`src/rtl/mem_access_unit.sv`:
```
// RV32 load/store unit for the MEM stage: byte/halfword/word accesses mapped onto a
// word-wide Data_Memory port, sub-word stores via read-modify-write. Option: MISALIGN_TRAP_EN.
module mem_access_unit #(
  parameter int ADDR_W = 32
) (
  input  logic              CLK,
  input  logic              RESET,
  input  logic              REQ_VALID,
  input  logic              REQ_WRITE,
  input  logic [2:0]        REQ_FUNCT3,
  input  logic [ADDR_W-1:0] REQ_ADDR,
  input  logic [31:0]       REQ_WDATA,
  output logic              STALL,
  output logic              RESP_VALID,
  output logic [31:0]       RESP_RDATA,
  output logic              MISALIGNED,
  output logic [ADDR_W-1:0] MEM_ADDR,
  output logic              MEM_WRITEENABLE,
  output logic [31:0]       MEM_WDATA,
  input  logic [31:0]       MEM_RDATA
);

  typedef enum logic [1:0] {
    S_IDLE      = 2'd0,
    S_LOAD_WAIT = 2'd1,
    S_RMW_MERGE = 2'd2,
    S_RMW_WRITE = 2'd3
  } state_t;

  state_t      state_r;
  state_t      state_next_s;
  logic [31:0] merge_r;

  logic        load_ok_s;
  logic        store_ok_s;
  logic        op_ok_s;
  logic        sub_store_s;
  logic        misalign_s;
  logic        accept_s;

  // Select and extend the addressed lane of a read word.
  function automatic logic [31:0] extend_load(input logic [2:0] f3, input logic [1:0] off,
                                              input logic [31:0] word);
    logic [7:0]  b;
    logic [15:0] h;
    logic [31:0] res;
    b = word[{off, 3'b000} +: 8];
    h = off[1] ? word[31:16] : word[15:0];
    case (f3)
      3'b000:  res = {{24{b[7]}}, b};
      3'b100:  res = {24'd0, b};
      3'b001:  res = {{16{h[15]}}, h};
      3'b101:  res = {16'd0, h};
      3'b010:  res = word;
      default: res = 32'd0;
    endcase
    return res;
  endfunction

  // Replace the addressed byte or halfword of the old word with store data.
  function automatic logic [31:0] merge_store(input logic [2:0] f3, input logic [1:0] off,
                                              input logic [31:0] old, input logic [31:0] wd);
    logic [31:0] res;
    res = old;
    case (f3)
      3'b000: res[{off, 3'b000} +: 8] = wd[7:0];
      3'b001: begin
        if (off[1]) begin
          res[31:16] = wd[15:0];
        end else begin
          res[15:0] = wd[15:0];
        end
      end
      default: res = old;
    endcase
    return res;
  endfunction

  // Request decode; inputs are held stable by the pipeline, so decode is valid in every state.
  always_comb begin
    load_ok_s  = 1'b0;
    store_ok_s = 1'b0;
    case (REQ_FUNCT3)
      3'b000, 3'b001, 3'b010: begin
        load_ok_s  = 1'b1;
        store_ok_s = 1'b1;
      end
      3'b100, 3'b101: begin
        load_ok_s  = 1'b1;
        store_ok_s = 1'b0;
      end
      default: begin
        load_ok_s  = 1'b0;
        store_ok_s = 1'b0;
      end
    endcase
    op_ok_s     = REQ_WRITE ? store_ok_s : load_ok_s;
    sub_store_s = REQ_WRITE && store_ok_s && !REQ_FUNCT3[1];
`ifdef MISALIGN_TRAP_EN
    misalign_s = REQ_VALID && op_ok_s &&
                 (((REQ_FUNCT3[1:0] == 2'b01) && REQ_ADDR[0]) ||
                  ((REQ_FUNCT3[1:0] == 2'b10) && (REQ_ADDR[1:0] != 2'b00)));
`else
    misalign_s = 1'b0;
`endif
    accept_s = (state_r == S_IDLE) && REQ_VALID && op_ok_s && !misalign_s;
  end

  // State register.
  always_ff @(posedge CLK) begin
    if (RESET) begin
      state_r <= S_IDLE;
    end else begin
      state_r <= state_next_s;
    end
  end

  // Next-state logic.
  always_comb begin
    state_next_s = S_IDLE;
    case (state_r)
      S_IDLE: begin
        if (accept_s && !REQ_WRITE) begin
          state_next_s = S_LOAD_WAIT;
        end else if (accept_s && sub_store_s) begin
          state_next_s = S_RMW_MERGE;
        end else begin
          state_next_s = S_IDLE;
        end
      end
      S_LOAD_WAIT: state_next_s = S_IDLE;
      S_RMW_MERGE: state_next_s = S_RMW_WRITE;
      S_RMW_WRITE: state_next_s = S_IDLE;
      default:     state_next_s = S_IDLE;
    endcase
  end

  // Merge register: read word with the store lane(s) replaced, captured in RMW_MERGE.
  always_ff @(posedge CLK) begin
    if (RESET) begin
      merge_r <= 32'd0;
    end else if (state_r == S_RMW_MERGE) begin
      merge_r <= merge_store(REQ_FUNCT3, REQ_ADDR[1:0], MEM_RDATA, REQ_WDATA);
    end else begin
      merge_r <= merge_r;
    end
  end

  // Output decode; every strobe is forced low while RESET is high.
  always_comb begin
    STALL           = 1'b0;
    RESP_VALID      = 1'b0;
    RESP_RDATA      = 32'd0;
    MISALIGNED      = 1'b0;
    MEM_WRITEENABLE = 1'b0;
    MEM_WDATA       = REQ_WDATA;
    MEM_ADDR        = {REQ_ADDR[ADDR_W-1:2], 2'b00};
    if (RESET) begin
      STALL = 1'b0;
    end else begin
      case (state_r)
        S_IDLE: begin
          MISALIGNED = misalign_s;
          if (accept_s && REQ_WRITE && !sub_store_s) begin
            MEM_WRITEENABLE = 1'b1;
          end else if (accept_s) begin
            STALL = 1'b1;
          end else begin
            STALL = 1'b0;
          end
        end
        S_LOAD_WAIT: begin
          RESP_VALID = 1'b1;
          RESP_RDATA = extend_load(REQ_FUNCT3, REQ_ADDR[1:0], MEM_RDATA);
        end
        S_RMW_MERGE: STALL = 1'b1;
        S_RMW_WRITE: begin
          MEM_WRITEENABLE = 1'b1;
          MEM_WDATA       = merge_r;
        end
        default: STALL = 1'b0;
      endcase
    end
  end

endmodule

```
`config.mk`:
```
export PLATFORM = sky130hd
export DESIGN_NAME = mem_access_unit
export DESIGN_NICKNAME = d
export VERILOG_FILES = /design/src/rtl/mem_access_unit.sv
export SDC_FILE = /design/constraint.sdc
export NUM_CORES = 1
export LEC_CHECK = 0
export CORE_MARGIN = 4
export CORE_UTILIZATION = 35
export DETAILED_ROUTE_END_ITERATION = 16
export PLACE_DENSITY = 0.74
export SETUP_SLACK_MARGIN = 0.4
export SLEW_MARGIN = 15
export SYNTH_ARGS = -nofsm -noshare
export SYNTH_HDL_FRONTEND = slang
export SYNTH_SLANG_ARGS = --single-unit
```
`constraint.sdc`:
```
create_clock -name CLK -period 5.1 [get_ports CLK]
set_input_delay 1.02 -clock CLK [delete_from_list [all_inputs] [get_ports CLK]]
set_output_delay 1.02 -clock CLK [all_outputs]
set_load 0.1 [all_outputs]
```
After elaboration in Yosys (flattened, before gate mapping). Cells that the tools add are included.

Register bits after elaboration: 34. Bits of input ports: 103. Logic and storage cells: 54.

Shift-type cells: 3. Multiplexer cells: 25. $add $sub $neg: 1. Reduce and logical (&&, ||, !) cells: 16. Equal/unequal tests: 7.

Operator list (count): $pmux W32 S5 (1); $mux W32 (4); $pmux W32 S2 (1); $mux W16 (3); $bwmux W32 (1); $shift A8 B7 Y32 const A (1); $shiftx A32 B6 Y8 (1); $shiftx A8 B7 Y32 (1); $mux W1 (10); $logic_and A1 B1 Y1 (8); $neg A5 Y7 (1); $eq A3 B3 Y1 const B (2); $pmux W2 S3 (1); $reduce_or A5 Y1 (1); $eq A2 B2 Y1 const B (2); $mux W2 (2); $pmux W1 S2 (2); $eq A3 B1 Y1 const B (1); $eq A3 B2 Y1 const B (1); $logic_not A1 Y1 (3); $logic_not A3 Y1 (1); $reduce_or A3 Y1 (1); $eq A2 B1 Y1 const B (1); $logic_not A2 Y1 (1); $reduce_or A2 Y1 (1).

Longest topological paths before layout.
Word-level depth: 10. Gate-level depth with buffers: 8.

Worst setup path before layout. Ideal clock, no wire load.

Kind: input -> output. Start: in RESET. End: out RESP_RDATA[22]. Cell stages on the path: 5. Arrival time: 4644 ps. Slack: -564 ps. Data required time: 4080 ps. Path buffers: 2. Cell sequence: clkbuf_1 > nor2b_1 > nand2_1 > clkbuf_1 > a21oi_1.

Cells in the longest elaborated chain, start to end: 1.

Ends and longest elaborated chain: from (decl) (RTL line 7) `input logic RESET,`; $mux W32 (RTL line 158) `if (RESET) begin`; to (decl) (RTL line 15) `output logic [31:0] RESP_RDATA,`.

Every way passes these cells.

Worst setup path after layout.
Start: in REQ_ADDR[0]. End: out RESP_RDATA[27].

Cells in the longest elaborated chain, start to end: 4.

Ends and longest elaborated chain: from (decl) (RTL line 11) `input logic [ADDR_W-1:0] REQ_ADDR,`; $shiftx A32 B6 Y8 (RTL line 47) `b = word[{off, 3'b000} +: 8];`; $pmux W32 S5 (RTL line 49) `case (f3)`; $mux W32 (RTL line 161) `case (state_r)`; $mux W32 (RTL line 158).

Every way passes these cells.

==> flow_summary.yaml <==
pwr:
  powerDensity_mw_per_mm2: 166
  leakagePower_nw: 2.05
  peakVddDrop_mv: 0.167
synth:
  synth_top_family_by_area: "compound AO/OA/AOI/OAI gates"
  synthAdderAreaFrac: 0.0337
  ys.flop_type: "dfxtp_1"
  synth_compound_area_frac: 0.299
  seq_area_frac_synth: 0.183
  async_flop_share: 0
  synthSimpleGateAreaFrac: 0.206
  muxShareOfSynthArea: 0.133
  synth.avg_cell_area_um2: 7.48
  synth_edf_count: 0
  synth_cells: 496
  ys_warn_count: 0
  post_synth_instance_area_mm2: 0.00371
  synth_xor_area_frac: 0
  synth_seq_cells: 34
  yosysUniqueCellTypes: 43
floorplanning:
  die-area_mm2: 0.0123
  initial_core_util: 0.360
  ios: 203
  rows: 37
  fp.dieH_um: 111
  chipWidth_um: 111
  core-area_mm2: 0.0103
clock_network:
  post_cts_buffers: 0
  cts_inserted_buffers: 5
  clock_path_buffers: 2
  cts-root-buf: "clkbuf_8"
  cts_resized: 0
  cts_tree: "done"
  ctsHoldBuffers: 0
  cts_sinks: 34
  clkLatencyLatePin_ns: 0.28
  cts.clk_slew.worst_paths_ns: 0.06
  h-tree-depth: 2
status:
  outcome: "complete, no violations"
global_routing:
  track_usage: 0.222
  grt_max_degree: 67
  antenna_found_initial: 0
  grt_pass1_wl_um: 22400
  grt_pass1_vias: 4118
  gr-total-overflow: 0
critical_path:
  crit_path_start_kind: "primary input"
  cp.required_ns: 4.08
  critPathSlowestCell: "clkdlybuf4s50_1"
  worst-path-max-fanout: 16
  cp.arrival_ns: 3.47
  path_cells: "clkdlybuf4s50_1 > mux4_2 > nand2_2 > and2_1 > buf_4 > a21oi_2 > buf_12"
  end_kind: "output pin"
  crit_path_max_incr_delay_ns: 0.76
  worstSetupPathType: "primary input to output pin"
cells_and_area:
  layout_commonest_cell: "clkdlybuf4s50_1"
  design_area_mm2: 0.00578
  num_antenna_cells: 0
  final_util: 0.560
  drive_gt1_frac: 0.297
  fin_nets: 691
  area_growth_pct: 55.7
  final_cell_mix: "clkdlybuf4s50_1 (72), buf_12 (64), nand2_1 (48)"
placement:
  postPlaceCellArea_mm2: 0.00567
  place_congestion: 0.926
  place_hpwl_um: 10700
  port_buffers: 139
  dp_slack_ns: 0.637
drt:
  drc: 0
  vias: 4203
  dr.pass1.iters: 6
  final_antenna_net_count: 0
  wl_um: 14200
  vias_per_cell: 5.88
  wl_per_cell_um: 19.8
  drtIter0Drc: 517
timing:
  rsz0062_at_grt: "no"
  final-setup-viol-count: 0
  slew_violations: 0
  hold_slack_ns: 0.484
  max_freq_mhz: 223
  tightest_slew_ns: 0.988
  min_period_ns: 4.49
  fin_crit_sh: 0.881
  relSlewSlack: 0.339
  skew_ns: 0.00514
  hold_viol_final: 0
  fin_ws_ns: 0.606
  tns_ns: 0
worst_hold_path:
  hold_class: "register to register"
flow_run:
  drv_cap: 0
registers in the layout, indices dropped and copies added (netlist names):
register  count
merge_r      32
state_r       2
per-layer routing:
metal	GRT usage	share of wire	vias up
met4	0.0739	0.030	0
met1	0.295	0.41	1940
met2	0.366	0.47	265
met3	0.0344	0.097	51
li1	-	-	1947
met5	0	0	-
power by group:
group          internal, mW  switching, mW
Sequential            0.272        0.00353
Combinational         0.169          0.270
Clock                 0.146         0.0992
Total                 0.587          0.373
cells in the mapped netlist (3+ instances only):
master / instances / area share
and3_1: 15 / 0.025
o22ai_1: 8 / 0.013
nand2_1: 49 / 0.050
nor2b_1: 19 / 0.032
buf_4: 39 / 0.079
o21ai_1: 13 / 0.018
a311oi_1: 32 / 0.075
nand3_1: 3 / 0.0040
o21ai_0: 20 / 0.027
a22oi_1: 43 / 0.087
nor3b_2: 3 / 0.010
inv_1: 20 / 0.020
a21oi_1: 34 / 0.046
nor3_4: 3 / 0.013
buf_2: 14 / 0.019
dfxtp_1: 34 / 0.18
clkbuf_1: 22 / 0.022
nor3_1: 3 / 0.0040
ha_1: 10 / 0.034
o211ai_1: 7 / 0.014
nor2_1: 38 / 0.038
mux2_2: 40 / 0.12
critical path, delay by kind of cell:
family	cells	cell delay [ns]
multiplexers	1	0.60
AO/OA/AOI/OAI	1	0.13
buffers and inverters	3	1.28
AND/OR/NAND/NOR	2	0.42
final cells by class:
class | instances | area [um^2]
Multi-Input combinational cell | 367 | 2640
Clock buffer | 7 | 76.3
Inverter | 21 | 78.8
Fill cell | 904 | 4540
Sequential cell | 34 | 681
Timing Repair Buffer | 149 | 2100
Tap cell | 136 | 170
Clock inverter | 1 | 30.0
logic make-up (layout without fill, tap and decap cells):
logic type | after synthesis | after routing
compound gates | 165 | 165
mux | 43 | 43
buf+inv | 97 | 178
fa+ha+maj | 10 | 10
flops | 34 | 34
simple gates | 146 | 146
other cells | 1 | 3
metrics by stage:
stage,cells,total power [mW]
after CTS,715,0.962
after global placement,707,0.709
after floorplan,498,0.652
after detailed placement,707,0.715
final,715,0.960
after global routing,715,0.994
worst paths after layout:
path	startpoint	to	slack, ns	cells past startpoint
hold reg to reg	merge_r[14]	merge_r[14]	0.48	2
setup reg to reg	state_r[0]	merge_r[3]	3.40	5
setup / recovery	REQ_ADDR[0]	RESP_RDATA[27]	0.61	7
hold / removal	merge_r[14]	merge_r[14]	0.48	2
Power figures use the tool's default switching activity.
